--- config.mk ---
export PLATFORM = sky130hd
export DESIGN_NAME = lector_rtc
export DESIGN_NICKNAME = d
export VERILOG_FILES = /design/src/rtl/lector_rtc.sv
export SDC_FILE = /design/constraint.sdc
export NUM_CORES = 1
export LEC_CHECK = 0
export BUFFER_PORTS_ARGS = -buffer_cell sky130_fd_sc_hd__buf_2
export CAP_MARGIN = 10
export CORE_MARGIN = 10
export CORE_UTILIZATION = 50
export CTS_CLUSTER_SIZE = 30
export DETAILED_ROUTE_END_ITERATION = 6
export GPL_TIMING_DRIVEN = 1
export HOLD_SLACK_MARGIN = 0.02
export PLACE_DENSITY = 0.72
export SYNTH_ARGS = -nofsm -noshare
export SYNTH_HDL_FRONTEND = slang
export SYNTH_SLANG_ARGS = --single-unit
--- constraint.sdc ---
create_clock -name clk -period 5.9 [get_ports clk]
set_input_delay 0.885 -clock clk [delete_from_list [all_inputs] [get_ports clk]]
set_output_delay 0.885 -clock clk [all_outputs]
set_load 0.05 [all_outputs]
--- src/rtl/lector_rtc.sv ---
// lector_rtc: bus master that reads the RTC clock registers in bursts of
// multiplexed address/data cycles and hands each byte to the display stage.
// Optional feature: define RTC_TRANSFER_EN to prefix every burst with a
// write of 0xF0 to address 0xF0, which latches the RTC user registers.
module lector_rtc #(
    parameter int T_PULSE = 10,
    parameter int T_GAP   = 5
) (
    input  logic       clk,
    input  logic       reset,
    input  logic       inicio,
    input  logic       temporizador,
    input  logic [7:0] ad_in,
    output logic [7:0] ad_out,
    output logic       ad_oe,
    output logic       cs_n,
    output logic       rd_n,
    output logic       wr_n,
    output logic       a_d,
    output logic [7:0] datoRTC,
    output logic       dato_valido,
    output logic [3:0] indice,
    output logic       ocupado,
    output logic       fin
);

    localparam int CNT_MAX = (T_PULSE > T_GAP) ? T_PULSE : T_GAP;
    localparam int CW      = $clog2(CNT_MAX) + 1;
    localparam logic [CW-1:0] PULSE_LAST = CW'(T_PULSE - 1);
    localparam logic [CW-1:0] GAP_LAST   = CW'(T_GAP - 1);
    localparam logic [CW-1:0] GAP_SLOT   = CW'(T_GAP);

    typedef enum logic [3:0] {
        IDLE, DIR, ESP_D, DATO, ESP_F, SIG
`ifdef RTC_TRANSFER_EN
        , TR_DIR, TR_ESP_D, TR_DATO, TR_ESP_F
`endif
    } state_t;

`ifdef RTC_TRANSFER_EN
    localparam state_t FIRST = TR_DIR;
`else
    localparam state_t FIRST = DIR;
`endif

    state_t         state_q, state_d;
    logic [CW-1:0]  cnt_q, cnt_d;
    logic [3:0]     indice_q, indice_d;
    logic [3:0]     last_q, last_d;
    logic           ocupado_q, ocupado_d;
    logic           fin_q, fin_d;
    logic           valido_q, valido_d;
    logic [7:0]     dato_q, dato_d;
    logic [7:0]     ad_out_q, ad_out_d;
    logic           ad_oe_q, ad_oe_d;
    logic           cs_n_q, cs_n_d;
    logic           rd_n_q, rd_n_d;
    logic           wr_n_q, wr_n_d;
    logic           a_d_q, a_d_d;

    // Clock registers live at 0x20..0x28, timer registers at 0x40..0x43.
    function automatic logic [7:0] direccion(input logic [3:0] i);
        if (i < 4'd9) return 8'h20 + {4'h0, i};
        else          return 8'h40 + {4'h0, i} - 8'd9;
    endfunction

    // State, phase counter and bus outputs register; bus strobes are
    // registered from the next-state decode so the pads never glitch.
    always_ff @(posedge clk) begin
        if (reset) begin
            state_q   <= IDLE;
            cnt_q     <= '0;
            indice_q  <= 4'd0;
            last_q    <= 4'd8;
            ocupado_q <= 1'b0;
            fin_q     <= 1'b0;
            valido_q  <= 1'b0;
            dato_q    <= 8'h00;
            ad_out_q  <= 8'h00;
            ad_oe_q   <= 1'b0;
            cs_n_q    <= 1'b1;
            rd_n_q    <= 1'b1;
            wr_n_q    <= 1'b1;
            a_d_q     <= 1'b1;
        end else begin
            state_q   <= state_d;
            cnt_q     <= cnt_d;
            indice_q  <= indice_d;
            last_q    <= last_d;
            ocupado_q <= ocupado_d;
            fin_q     <= fin_d;
            valido_q  <= valido_d;
            dato_q    <= dato_d;
            ad_out_q  <= ad_out_d;
            ad_oe_q   <= ad_oe_d;
            cs_n_q    <= cs_n_d;
            rd_n_q    <= rd_n_d;
            wr_n_q    <= wr_n_d;
            a_d_q     <= a_d_d;
        end
    end

    // Next-state sequencing and bus decode of the state being entered.
    always_comb begin
        state_d   = state_q;
        cnt_d     = cnt_q + 1'b1;
        indice_d  = indice_q;
        last_d    = last_q;
        ocupado_d = ocupado_q;
        fin_d     = 1'b0;
        valido_d  = 1'b0;
        dato_d    = dato_q;

        case (state_q)
            IDLE: begin
                // The fin cycle itself does not accept a start: a new burst
                // begins no earlier than the cycle after fin.
                if (inicio && !fin_q) begin
                    state_d   = FIRST;
                    ocupado_d = 1'b1;
                    indice_d  = 4'd0;
                    last_d    = temporizador ? 4'd12 : 4'd8;
                end
            end
            DIR:   if (cnt_q == PULSE_LAST) state_d = ESP_D;
            ESP_D: if (cnt_q == GAP_LAST)   state_d = DATO;
            DATO: begin
                if (cnt_q == PULSE_LAST) begin
                    state_d  = ESP_F;
                    dato_d   = ad_in;
                    valido_d = 1'b1;
                end
            end
            ESP_F: if (cnt_q == GAP_LAST) state_d = SIG;
            SIG: begin
                if (indice_q == last_q) begin
                    state_d   = IDLE;
                    ocupado_d = 1'b0;
                    fin_d     = 1'b1;
                end else begin
                    indice_d = indice_q + 4'd1;
                    state_d  = DIR;
                end
            end
`ifdef RTC_TRANSFER_EN
            TR_DIR:   if (cnt_q == PULSE_LAST) state_d = TR_ESP_D;
            TR_ESP_D: if (cnt_q == GAP_LAST)   state_d = TR_DATO;
            TR_DATO:  if (cnt_q == PULSE_LAST) state_d = TR_ESP_F;
            // One extra slot, like SIG, so the write takes a full read slot.
            TR_ESP_F: if (cnt_q == GAP_SLOT)   state_d = DIR;
`endif
            default: state_d = IDLE;
        endcase

        if (state_d != state_q) cnt_d = '0;
        if (state_d == IDLE)    cnt_d = '0;

        ad_out_d = 8'h00;
        ad_oe_d  = 1'b0;
        cs_n_d   = 1'b1;
        rd_n_d   = 1'b1;
        wr_n_d   = 1'b1;
        a_d_d    = 1'b1;
        case (state_d)
            DIR: begin
                a_d_d = 1'b0; cs_n_d = 1'b0; wr_n_d = 1'b0;
                ad_oe_d = 1'b1; ad_out_d = direccion(indice_d);
            end
            ESP_D: begin
                a_d_d = 1'b0; ad_oe_d = 1'b1; ad_out_d = direccion(indice_d);
            end
            DATO: begin
                cs_n_d = 1'b0; rd_n_d = 1'b0;
            end
`ifdef RTC_TRANSFER_EN
            TR_DIR: begin
                a_d_d = 1'b0; cs_n_d = 1'b0; wr_n_d = 1'b0;
                ad_oe_d = 1'b1; ad_out_d = 8'hF0;
            end
            TR_ESP_D: begin
                a_d_d = 1'b0; ad_oe_d = 1'b1; ad_out_d = 8'hF0;
            end
            TR_DATO: begin
                cs_n_d = 1'b0; wr_n_d = 1'b0; ad_oe_d = 1'b1; ad_out_d = 8'hF0;
            end
`endif
            default: ;
        endcase
    end

    assign ad_out      = ad_out_q;
    assign ad_oe       = ad_oe_q;
    assign cs_n        = cs_n_q;
    assign rd_n        = rd_n_q;
    assign wr_n        = wr_n_q;
    assign a_d         = a_d_q;
    assign datoRTC     = dato_q;
    assign dato_valido = valido_q;
    assign indice      = indice_q;
    assign ocupado     = ocupado_q;
    assign fin         = fin_q;

endmodule

# == Word level (Yosys, flattened, before mapping) ==
# Cells that the tools add are included.
# word_totals
word_cells,73
out_inout_bits,28
ff_bits,41
in_bits,12
# op_classes
n_reduce_logical,14
n_mux,22
n_addsub,5
n_eq_ne,14
n_bitwise,3
n_lt_le_gt_ge,1
# ops
op,n
$mux 4,7
$pmux 4 s6,1
$eq 4x2->1 const B,4
$mux 1,10
$reduce_or 2->1,5
$add 7x4->8 const A,1
$eq 4x1->1 const B,2
$eq 4x3->1 const B,2
$logic_not 4->1,2
$mux 8,1
$pmux 4 s2,1
$sub 8x4->8 const B,1
$add 6x4->7 const A,1
$add 5x1->5 const B,1
$eq 5x3->1 const B,1
$eq 5x4->1 const B,1
$add 4x1->4 const B,1
$eq 4x4->1,1
$lt 4x4->1 const B,1
$ne 2x2->1 const B,2
$ne 4x4->1,1
$reduce_and 2->1,2
$mux 3,1
$not 1->1,3
other kinds (6),6

# == Logic depth before layout (Yosys ltp) ==
# depth
ltp_word,8
depth_mapped,11
mapped_depth_nobuf,11

# == Worst setup path before layout ==
# No wires, ideal clock.
# synth_path
kind,reg2reg
startpoint,reg indice_q[0] (netlist: indice[0])
endpoint,reg ad_out_q[0] (netlist: ad_out[0])
period_less_slack_ns,2.664
t_arrival_ns,2.544
path_slack_ns,3.236
setup_ns,0.121
required_time_ns,5.779
path_buffers,0
stages_incl_launch_ff,12
path_cell_list,dfxtp_1 inv_1 ha_1 and2_1 a21o_1 and3_1 nor2_1 ha_1 inv_1 a211o_1 a211oi_1 nor3_1
# synth_between
elab_chain_len,7
word_cells_on_any_way,17
classes_between,4 x add/sub; 1 x order compare; 3 x eq/ne; 6 x mux; 1 x bitwise; 2 x reduce/logical
# synth_lines
element,line,rtl
start: declaration,48,"logic [3:0] indice_q, indice_d;"
start signal: assignment,88,indice_q <= indice_d;
"parallel branches: the longest is 7 deep, another holds $add 7x4->8",-,
end signal: assignment,94,ad_out_q <= ad_out_d;
end: declaration,54,"logic [7:0] ad_out_q, ad_out_d;"
# Parallel ways; which one is timed is not known.
# A chain may end at the register's enable or synchronous reset.

# == Worst setup path in the final report ==
# Same ends and word-level chain as after synthesis.

==> impl_metrics.csv <==
group,metric,value,unit
status,run_status,"completed",
worst_setup_path,cp_slowest_stage_delay,0.49,ns
min_path,min_to,"ocupado",
place,gp_congestion,0.839,
cts,ctsResizeCount,0,
timing,rsz0062_at_grt,"no",
place,placed_cell_area,1830,um^2
cts,cts_buffer_depth,2,
cts,cts_tree,"yes",
synth,synthTopCellsByArea,"dfxtp_1, mux2i_1, nor2_1, ha_1, buf_6",
drt,via_per_inst,5.27,
cts,cts_hold_buffers,0,
place,pre_cts_ws,3.11,ns
timing,fin_hold_ws,0.486,ns
grt,antenna_found_initial,0,
die,core,3100,um^2
die,rows,20,
cts,clk_latency,0.34,ns
synth,yosys_warnings,0,
synth,synth_cell_types,51,
layout,drive_gt1_share,27.3,%
die,io_pins,40,
timing,slew_violations,0,
place,port-buffer-count,38,
synth,yosys_most_used_dff,"dfxtp_1",
timing,fin_ws,3.26,ns
drt,ant_nets,0,
timing,hold_violations,0,
drt,drc,0,
die,die-area,5990,um^2
power,power_frac_comb,7.2,%
die,start_util,53.1,%
synth,ys_seq_area_share,45.0,%
cts,cts_num_sinks,37,
power,leakagePower,0.915,nW
timing,worst_pin_slew,0.585,ns
synth,synth_top_area_share,45.0,%
power,pwr-share-clk,34.1,%
worst_setup_path,cp-end-kind,"flop",
power,swShare,24.5,%
synth,syn_area,1650,um^2
power,max-vdd-ir-drop,0.000127,V
grt,grt_remaining_overflow,0,
worst_setup_path,required,6.13,ns
drt,drt_first_pass_iters,5,
drt,routed_wl,3580,um
worst_setup_path,critPathArrivalTime,2.87,ns
cts,numCtsBuffers,5,
grt,grt_first_pass_wirelength,6120,um
timing,max_slew_margin,60.9,%
power,p_int,0.332,mW
timing,period_minus_slack,2.64,ns
worst_setup_path,regToRegSetupSlack,3.26,ns
timing,post-route-period-util,44.7,%
min_path,min_path_cells,2,
grt,grt_pass1_vias,1335,
synth,synth_top_cell_by_area,"dfxtp_1",
worst_setup_path,cp_slowest_cell,"dfxtp_1",
power,power_frac_seq,58.7,%
worst_setup_path,timing.reg2reg.worst_path_depth,11,
synth,synth_cells,167,
worst_setup_path,r2r-start,"indice[0]",
timing,fmax,0.379,GHz
cts,clockRootBuffer,"clkbuf_4",
timing,setup_tns,0,ns
place,hpwlAfterDp,2740,um
layout,final_nets,222,
drt,drt_iter0_drc,147,
synth,async_flop_share,0,%
cts,cts_setup_buffers,0,
worst_setup_path,path_max_fanout,8,
synth,syn_avg_cell_area,9.86,um^2
drt,vias,1313,
timing,setup_viol,0,
layout,area_delta_synth_final,15.5,%
cts,htree_num_levels,2,
drt,wl_per_cell,14.4,um
worst_setup_path,r2r_end,"ad_out[0]",
worst_setup_path,crit_path_cell_trace,"inv_1, ha_1, and2_1, a21o_1, and3_1, nor2_1, ha_1, inv_1, a211o_1, a211oi_1, nor3_1",
synth,ys_ff_latch,37,
run,cap_viol_max_count,0,
layout,fin_area,1900,um^2
worst_setup_path,crit_type,"reg -> reg",
worst_setup_path,critPathBufInv,2,
die,dieHeight,77.4,um
layout,antenna_cells,0,
worst_setup_path,critPathLaunchType,"flop",
min_path,min_from,"ocupado",
worst_setup_path,cp_top_family,"compound AO/OA/AOI/OAI gates",
layout,fill_cells,296,
layout,fin_util,61.3,%
synth,synth_edf_count,0,
power,power_density,231,nW/um^2
grt,grt_max_degree,27,
power,p_sw,0.108,mW
min_path,hold_path.class,"reg -> reg",
die,chipWidth,77.4,um
timing,clock_skew,0.0153,ns
cts,cts.clk_slew.worst_paths,0.11,ns
grt,gr-usage-all-layers,12.3,%
-- power groups by stage --
stage,clock network [mW],logic (mW),registers (mW)
after detailed placement,0,0.0317,0.263
final,0.150,0.0316,0.258
after global routing,0.168,0.0347,0.258
after global placement,0,0.0313,0.263
after CTS,0.154,0.0318,0.258
after floorplan,0,0.0166,0.271
-- worst max-delay path by stage --
stage,start,end,slack [ns],depth (start not counted)
floorplan,indice[0],ad_out[0],3.24,11
global placement,inicio,ad_out[0],3.23,8
detailed placement,inicio,ad_out[0],3.11,8
CTS,indice[0],ad_out[0],3.28,11
global route,indice[0],ad_out[0],3.02,11
finish,indice[0],ad_out[0],3.26,11
-- cells by family (layout without fill, tap and decap cells) --
group / after synthesis / in the layout / synth area share, %
DFF: 37 / 37 / 45.0
other: 1 / 3 / 0.228
buffers and inverters: 18 / 54 / 5.93
AOI/OAI and AO/OA: 30 / 30 / 14.4
xor gates and xnor gates: 5 / 5 / 2.66
adders and majority gates: 6 / 6 / 4.56
and+or+nand+nor: 61 / 61 / 21.8
muxes: 9 / 9 / 5.47
-- metrics by stage --
step           power, mW  cells
3_5_place_dp       0.295    241
6_report           0.440    249
2_1_floorplan      0.288    169
5_1_grt            0.461    249
4_1_cts            0.443    249
3_3_place_gp       0.294    241
-- Yosys cell counts (2+ instances only) --
master / count
o21ai_0: 3
a32oi_1: 2
buf_6: 3
clkbuf_1: 5
nor2_1: 24
a211o_1: 2
buf_4: 2
nor2b_1: 3
dfxtp_1: 37
nor3_1: 2
nand4bb_1: 2
and3_1: 2
mux2i_1: 9
xor2_1: 3
nand2_1: 5
nand3_1: 4
a21o_1: 3
a21oi_1: 5
nand4_1: 2
ha_1: 6
nor4_1: 4
o211a_1: 2
inv_1: 7
a21bo_2: 2
xnor2_1: 2
-- area by class of cell --
class                      instances  area, um^2  area share [%]
tap                               44        55.1            2.89
sequential                        37         741            38.9
multi-input combinational        114         816            42.9
timing repair buffer              38         190            10.0
clock inverter                     1        5.00           0.263
inverter                           8        30.0            1.58
clock buffer                       7        65.1            3.42
-- metal layers --
metal / global-route usage [%] / wire, um / vias to the layer above
met5: 0 / 0 / -
met4: 5.11 / 56 / 0
met3: 7.03 / 355 / 7
met2: 19.2 / 1610 / 43
met1: 13.6 / 1560 / 601
li1: - / - / 662
-- state kept, by name (all words and copies together), names as in the netlist, 4 cells and up --
name     count
ad_out       7
datoRTC      8
cnt_q        5
state_q      4
indice       4
-- worst min-delay path, delay by kind of cell, from the launching register on --
| family | cells | cell delay (ns) |
|---|---|---|
| flip-flops | 1 | 0.33 |
| AO/OA/AOI/OAI | 1 | 0.06 |
| AND/OR/NAND/NOR | 1 | 0.06 |
-- placed cells by master, fill, tap and decap left out, drive strengths merged, types with 5 or more instances in the layout --
| cell | instances |
|---|---|
| buf | 38 |
| a21oi | 5 |
| nor2 | 24 |
| clkbuf | 7 |
| ha | 6 |
| dfxtp | 37 |
| nand2 | 5 |
| mux2i | 9 |
| inv | 8 |
No activity file was read; power rests on OpenSTA's default activity.
